File: src/rtl/ysyx_25070198_ifu_pkg.sv
// Shared types and constants for the instruction-fetch queue.
package ysyx_25070198_ifu_pkg;

   typedef enum logic [1:0] {
      IDLE = 2'd0,
      REQ  = 2'd1,
      WAIT = 2'd2,
      DROP = 2'd3
   } ifu_state_t;

   localparam logic [31:0] IFU_RESET_PC = 32'h8000_0000;

endpackage

File: src/rtl/ysyx_25070198_ifq_fifo.sv
// DEPTH-entry circular buffer with push/pop/flush; DEPTH must be a power of two.
module ysyx_25070198_ifq_fifo #(
   parameter int unsigned WIDTH = 64,
   parameter int unsigned DEPTH = 4
) (
   input  logic                       clk,
   input  logic                       rst,
   input  logic                       flush,
   input  logic                       push,
   input  logic [WIDTH-1:0]           push_data,
   input  logic                       pop,
   output logic [WIDTH-1:0]           head_data,
   output logic [$clog2(DEPTH+1)-1:0] count
);

   localparam int unsigned PW = $clog2(DEPTH);
   localparam int unsigned CW = $clog2(DEPTH+1);

   logic [WIDTH-1:0] mem [DEPTH];
   logic [PW-1:0]    rd_ptr;
   logic [PW-1:0]    wr_ptr;

   // Pointers wrap naturally because DEPTH is a power of two.
   always_ff @(posedge clk or posedge rst) begin
      if (rst) begin
         rd_ptr <= '0;
         wr_ptr <= '0;
         count  <= '0;
      end else if (flush) begin
         rd_ptr <= '0;
         wr_ptr <= '0;
         count  <= '0;
      end else begin
         if (push) wr_ptr <= wr_ptr + 1'b1;
         if (pop)  rd_ptr <= rd_ptr + 1'b1;
         count <= count + CW'(push) - CW'(pop);
      end
   end

   always_ff @(posedge clk) begin
      if (push && !flush) mem[wr_ptr] <= push_data;
   end

   assign head_data = mem[rd_ptr];

endmodule

File: src/rtl/ysyx_25070198_ifq.sv
// Instruction fetch unit with prefetch queue and redirect flush.
// Optional perf counters enabled by defining YSYX_IFQ_PERF_EN.
module ysyx_25070198_ifq
   import ysyx_25070198_ifu_pkg::*;
#(
   parameter int unsigned     XLEN     = 32,
   parameter int unsigned     DEPTH    = 4,
   parameter logic [XLEN-1:0] RESET_PC = XLEN'(IFU_RESET_PC)
) (
   input  logic                       clk,
   input  logic                       rst,
   input  logic                       redirect_valid,
   input  logic [XLEN-1:0]            redirect_pc,
   output logic                       mem_req_valid,
   input  logic                       mem_req_ready,
   output logic [XLEN-1:0]            mem_req_addr,
   input  logic                       mem_resp_valid,
   input  logic [XLEN-1:0]            mem_resp_data,
   output logic                       out_valid,
   input  logic                       out_ready,
   output logic [XLEN-1:0]            out_pc,
   output logic [XLEN-1:0]            out_inst,
`ifdef YSYX_IFQ_PERF_EN
   output logic [31:0]                perf_fetch_cnt,
   output logic [31:0]                perf_stall_cnt,
`endif
   output logic [$clog2(DEPTH+1)-1:0] q_count
);

   localparam int unsigned       CW   = $clog2(DEPTH+1);
   localparam logic [CW-1:0]     FULL = CW'(DEPTH);

   ifu_state_t        state;
   logic [XLEN-1:0]   fetch_pc;
   logic              push;
   logic              pop;
   logic [CW-1:0]     count_next;
   logic [2*XLEN-1:0] head_data;
   logic              unused_redirect_lsb;

   assign unused_redirect_lsb = ^redirect_pc[1:0];

   assign push       = (state == WAIT) && mem_resp_valid && !redirect_valid;
   assign pop        = out_valid && out_ready && !redirect_valid;
   assign count_next = q_count + CW'(push) - CW'(pop);

   always_ff @(posedge clk or posedge rst) begin
      if (rst) begin
         state    <= IDLE;
         fetch_pc <= RESET_PC;
      end else if (redirect_valid) begin
         fetch_pc <= {redirect_pc[XLEN-1:2], 2'b00};
         // An accepted request whose response is still to come must be swallowed.
         case (state)
            REQ:     state <= mem_req_ready ? DROP : REQ;
            WAIT:    state <= mem_resp_valid ? REQ : DROP;
            DROP:    state <= DROP;
            default: state <= REQ;
         endcase
      end else begin
         case (state)
            IDLE: if (q_count < FULL) state <= REQ;
            REQ:  if (mem_req_ready) state <= WAIT;
            WAIT: begin
               if (mem_resp_valid) begin
                  fetch_pc <= fetch_pc + XLEN'(4);
                  state    <= (count_next < FULL) ? REQ : IDLE;
               end
            end
            DROP:    if (mem_resp_valid) state <= REQ;
            default: state <= IDLE;
         endcase
      end
   end

   assign mem_req_valid = (state == REQ);
   assign mem_req_addr  = fetch_pc;
   assign out_valid     = (q_count != '0);
   assign out_pc        = head_data[2*XLEN-1:XLEN];
   assign out_inst      = head_data[XLEN-1:0];

   ysyx_25070198_ifq_fifo #(
      .WIDTH(2*XLEN),
      .DEPTH(DEPTH)
   ) u_fifo (
      .clk      (clk),
      .rst      (rst),
      .flush    (redirect_valid),
      .push     (push),
      .push_data({fetch_pc, mem_resp_data}),
      .pop      (pop),
      .head_data(head_data),
      .count    (q_count)
   );

`ifdef YSYX_IFQ_PERF_EN
   always_ff @(posedge clk or posedge rst) begin
      if (rst) begin
         perf_fetch_cnt <= '0;
         perf_stall_cnt <= '0;
      end else begin
         if (push)                    perf_fetch_cnt <= perf_fetch_cnt + 32'd1;
         if (out_ready && !out_valid) perf_stall_cnt <= perf_stall_cnt + 32'd1;
      end
   end
`endif

endmodule

File: config.mk
export PLATFORM = sky130hd
export DESIGN_NAME = ysyx_25070198_ifq
export DESIGN_NICKNAME = d
export VERILOG_FILES = /design/src/rtl/ysyx_25070198_ifu_pkg.sv /design/src/rtl/ysyx_25070198_ifq_fifo.sv /design/src/rtl/ysyx_25070198_ifq.sv
export SDC_FILE = /design/constraint.sdc
export NUM_CORES = 1
export LEC_CHECK = 0
export CELL_PAD_IN_SITES_DETAIL_PLACEMENT = 1
export CELL_PAD_IN_SITES_GLOBAL_PLACEMENT = 1
export CORE_MARGIN = 2
export CORE_UTILIZATION = 50
export DETAILED_ROUTE_END_ITERATION = 12
export PLACE_DENSITY = 0.93
export SLEW_MARGIN = 0
export SYNTH_ARGS = -nofsm -noshare
export SYNTH_HDL_FRONTEND = slang
export SYNTH_SLANG_ARGS = --single-unit
File: constraint.sdc
create_clock -name clk -period 8.34 [get_ports clk]
set_input_delay 1.251 -clock clk [delete_from_list [all_inputs] [get_ports clk]]
set_output_delay 1.251 -clock clk [all_outputs]
set_load 0.01 [all_outputs]
==> results.json <==
{
  "grtUsageMet1_pct": 31.33,
  "fillCellCount": 1935,
  "setup_violations": 0,
  "required_ns": 7.09,
  "hold_buffers": 0,
  "synth_edf_count": 248,
  "grt_pass1_vias": 7261,
  "cts.sinks": 287,
  "crit_start": "u_fifo.rd_ptr[0]",
  "switchingPower_w": 0.0009150,
  "antenna_found_initial": 0,
  "cp_data_arrival_time_ns": 3.29,
  "worst-slew-pin-transition_ns": 1.030,
  "yosys.area.top_type": "edfxtp_1",
  "syn_inst": 603,
  "clkSlewWorstSetupHoldPaths_ns": 0.06,
  "wl_per_cell_um": 25.59,
  "outcome": "complete, no violations",
  "die_y_um": 154.7,
  "nets": 851,
  "hold_start": "mem_req_addr[31]",
  "rsz0062_at_grt": "false",
  "grt_pass1_wl_um": 42790,
  "static-leakage-power_nw": 4.624,
  "drtPass1Iterations": 5,
  "vias_per_cell": 5.982,
  "use_met3_pct": 4.847,
  "met2_usage_pct": 39.67,
  "p_seq_share_pct": 46.5,
  "cts-resized-gates": 0,
  "crit_buf_inv": 2,
  "ys.flop_type": "edfxtp_1",
  "crit_chain": "buf_4 -> mux4_2 -> clkdlybuf4s50_1",
  "drtIter0Drc": 539,
  "tns_ns": 0,
  "sw_frac_of_total_pct": 24.87,
  "crit_path_end_kind": "output port",
  "cp_slowest_cell": "dfrtp_4",
  "grt_usage_pct": 23.39,
  "critPathKind": "flip-flop to output port",
  "clockPowerShare_pct": 36.2,
  "intPower_w": 0.002764,
  "async_reset_ff_share_pct": 13.59,
  "ys_ff_latch": 287,
  "pwr-share-comb_pct": 17.3,
  "yosysSeqAreaShare_pct": 74.19,
  "cts_tree": "done",
  "dieArea_um2": 23930,
  "yosysWarningCount": 0,
  "grt.busiest_layer": "met2",
  "finalHoldViolCount": 0,
  "io_pins": 171,
  "crit_family": "buffers and inverters",
  "ys_types": 49,
  "antenna_cells": 0,
  "peakVddDrop_v": 0.0001761,
  "fin_skew_ns": 0.01137,
  "clock_path_buffers": 3,
  "initial_utilization_pct": 50.61,
  "cts_root_buf": "clkbuf_16",
  "min_period_ns": 4.546,
  "drc": 0,
  "antenna_left": 0,
  "final_cell_mix": "edfxtp_1, clkdlybuf4s50_1, mux4_2",
  "grt_overflow": 0,
  "drv_slew": 0,
  "max_freq_mhz": 220.0,
  "start_kind": "flip-flop",
  "grt_max_degree": 64,
  "clk_latency_ns": 0.55,
  "drive_gt1_share_pct": 16.44,
  "slew_headroom_pct": 31.32,
  "rows": 55,
  "coreArea_um2": 22430,
  "post-route-period-util_pct": 54.51,
  "synth_top_cell_area_share_pct": 65.59,
  "hp-class": "flip-flop to flip-flop",
  "r2r_start": "u_fifo.count[2]",
  "cts_setup_buffers": 0,
  "worst-path-max-fanout": 39,
  "die_w_um": 154.7,
  "totalWireLength_um": 27690,
  "syn_area_um2": 11350,
  "maxCapViolCount": 0,
  "hpwl_um": 16820,
  "cts_htree_levels": 1,
  "netlist_top_cells_area": "edfxtp_1, mux4_2, dfrtp_1",
  "port_buffers": 164,
  "gp_congestion": 0.8569,
  "avgSynthCellArea_um2": 18.83,
  "area_delta_synth_final_pct": 25.30,
  "p_per_area_nw_per_um2": 258.6,
  "layout_commonest_cell": "edfxtp_1",
  "slowest_delay_ns": 0.81,
  "hold_slack_ns": 0.6094,
  "vias": 6472,
  "numCtsBuffers": 30
}
==> registers in the layout, summed over array words and instances, names as in the netlist <==
signal,count
u_fifo.rd_ptr,2
u_fifo.wr_ptr,2
state,2
mem_req_addr,30
u_fifo.count,3
u_fifo.mem,248
==> power groups by stage <==
stage / clock network (W) / logic [W] / registers [W]
global placement: 0 / 0.000611 / 0.00173
floorplan: 0 / 0.000362 / 0.00168
global route: 0.00141 / 0.000674 / 0.00172
detailed placement: 0 / 0.000637 / 0.00174
CTS: 0.00135 / 0.000645 / 0.00171
finish: 0.00133 / 0.000635 / 0.00171
==> worst paths after layout <==
check / endpoint / slack, ns / depth (start not counted)
setup / recovery: out_pc[21] / 3.79 / 3
hold / removal: u_fifo.mem[2][63] / 0.61 / 0
setup reg to reg: state[0] / 5.49 / 12
hold reg to reg: u_fifo.mem[2][63] / 0.61 / 0
max in group asynchronous: u_fifo.rd_ptr[0] / 6.77 / 3
min in group asynchronous: mem_req_addr[15] / 1.16 / 3
==> cells by family (layout without fill, tap and decap cells) <==
family                   after synthesis  count (layout)  share of synthesized area [%]
AO/OA/AOI/OAI                         52              52                          2.942
adder cells (fa/ha/maj)                8               8                         0.9476
XOR/XNOR                              13              13                          1.003
buffers and inverters                 45             236                          2.017
flip-flops                           287             287                          74.19
AND/OR/NAND/NOR                      134             134                          6.480
multiplexers                          63              63                          12.39
other                                  1               4                        0.03303
==> layout make-up <==
class	instances	area, um^2	share of cell area, %
sequential	287	8432	59.26
multi-input combinational	274	2733	19.21
timing repair buffer	168	1672	11.75
clock buffer	37	808.3	5.681
tap	285	356.6	2.506
clock inverter	19	181.4	1.275
inverter	12	45.04	0.3166
==> cell usage after synthesis, drive strengths merged (4+ instances only) <==
master	n
nand2	34
o21ai	12
nand4	9
dfrtp	38
a21oi	4
clkbuf	14
xor2	8
and3	7
o211ai	5
a31oi	14
edfxtp	248
buf	18
nor3	4
nor2	22
nand3	18
o31ai	14
inv	12
mux4	62
xnor2	5
or4	23
ha	7
==> routing by layer <==
| metal | vias to the layer above | wire (um) |
|---|---|---|
| li1 | 2781 | - |
| met1 | 3363 | 11430 |
| met2 | 281 | 13800 |
| met3 | 47 | 1884 |
| met4 | 0 | 567 |
| met5 | - | 0 |
==> metrics by stage <==
step | cells | instance area [um^2] | setup WS (ns) | power, W | utilization, %
2_1_floorplan | 606 | 11370 | 4.665 | 0.002042 | -
3_3_place_gp | 1026 | 13240 | 4.338 | 0.002340 | 59.01
3_5_place_dp | 1026 | 13240 | 4.288 | 0.002376 | 59.01
4_1_cts | 1082 | 14230 | 3.673 | 0.003709 | 63.42
5_1_grt | 1082 | 14230 | 3.571 | 0.003802 | 63.42
6_report | 1082 | 14230 | 3.794 | 0.003679 | 63.42
Power figures use the tool's default switching activity.
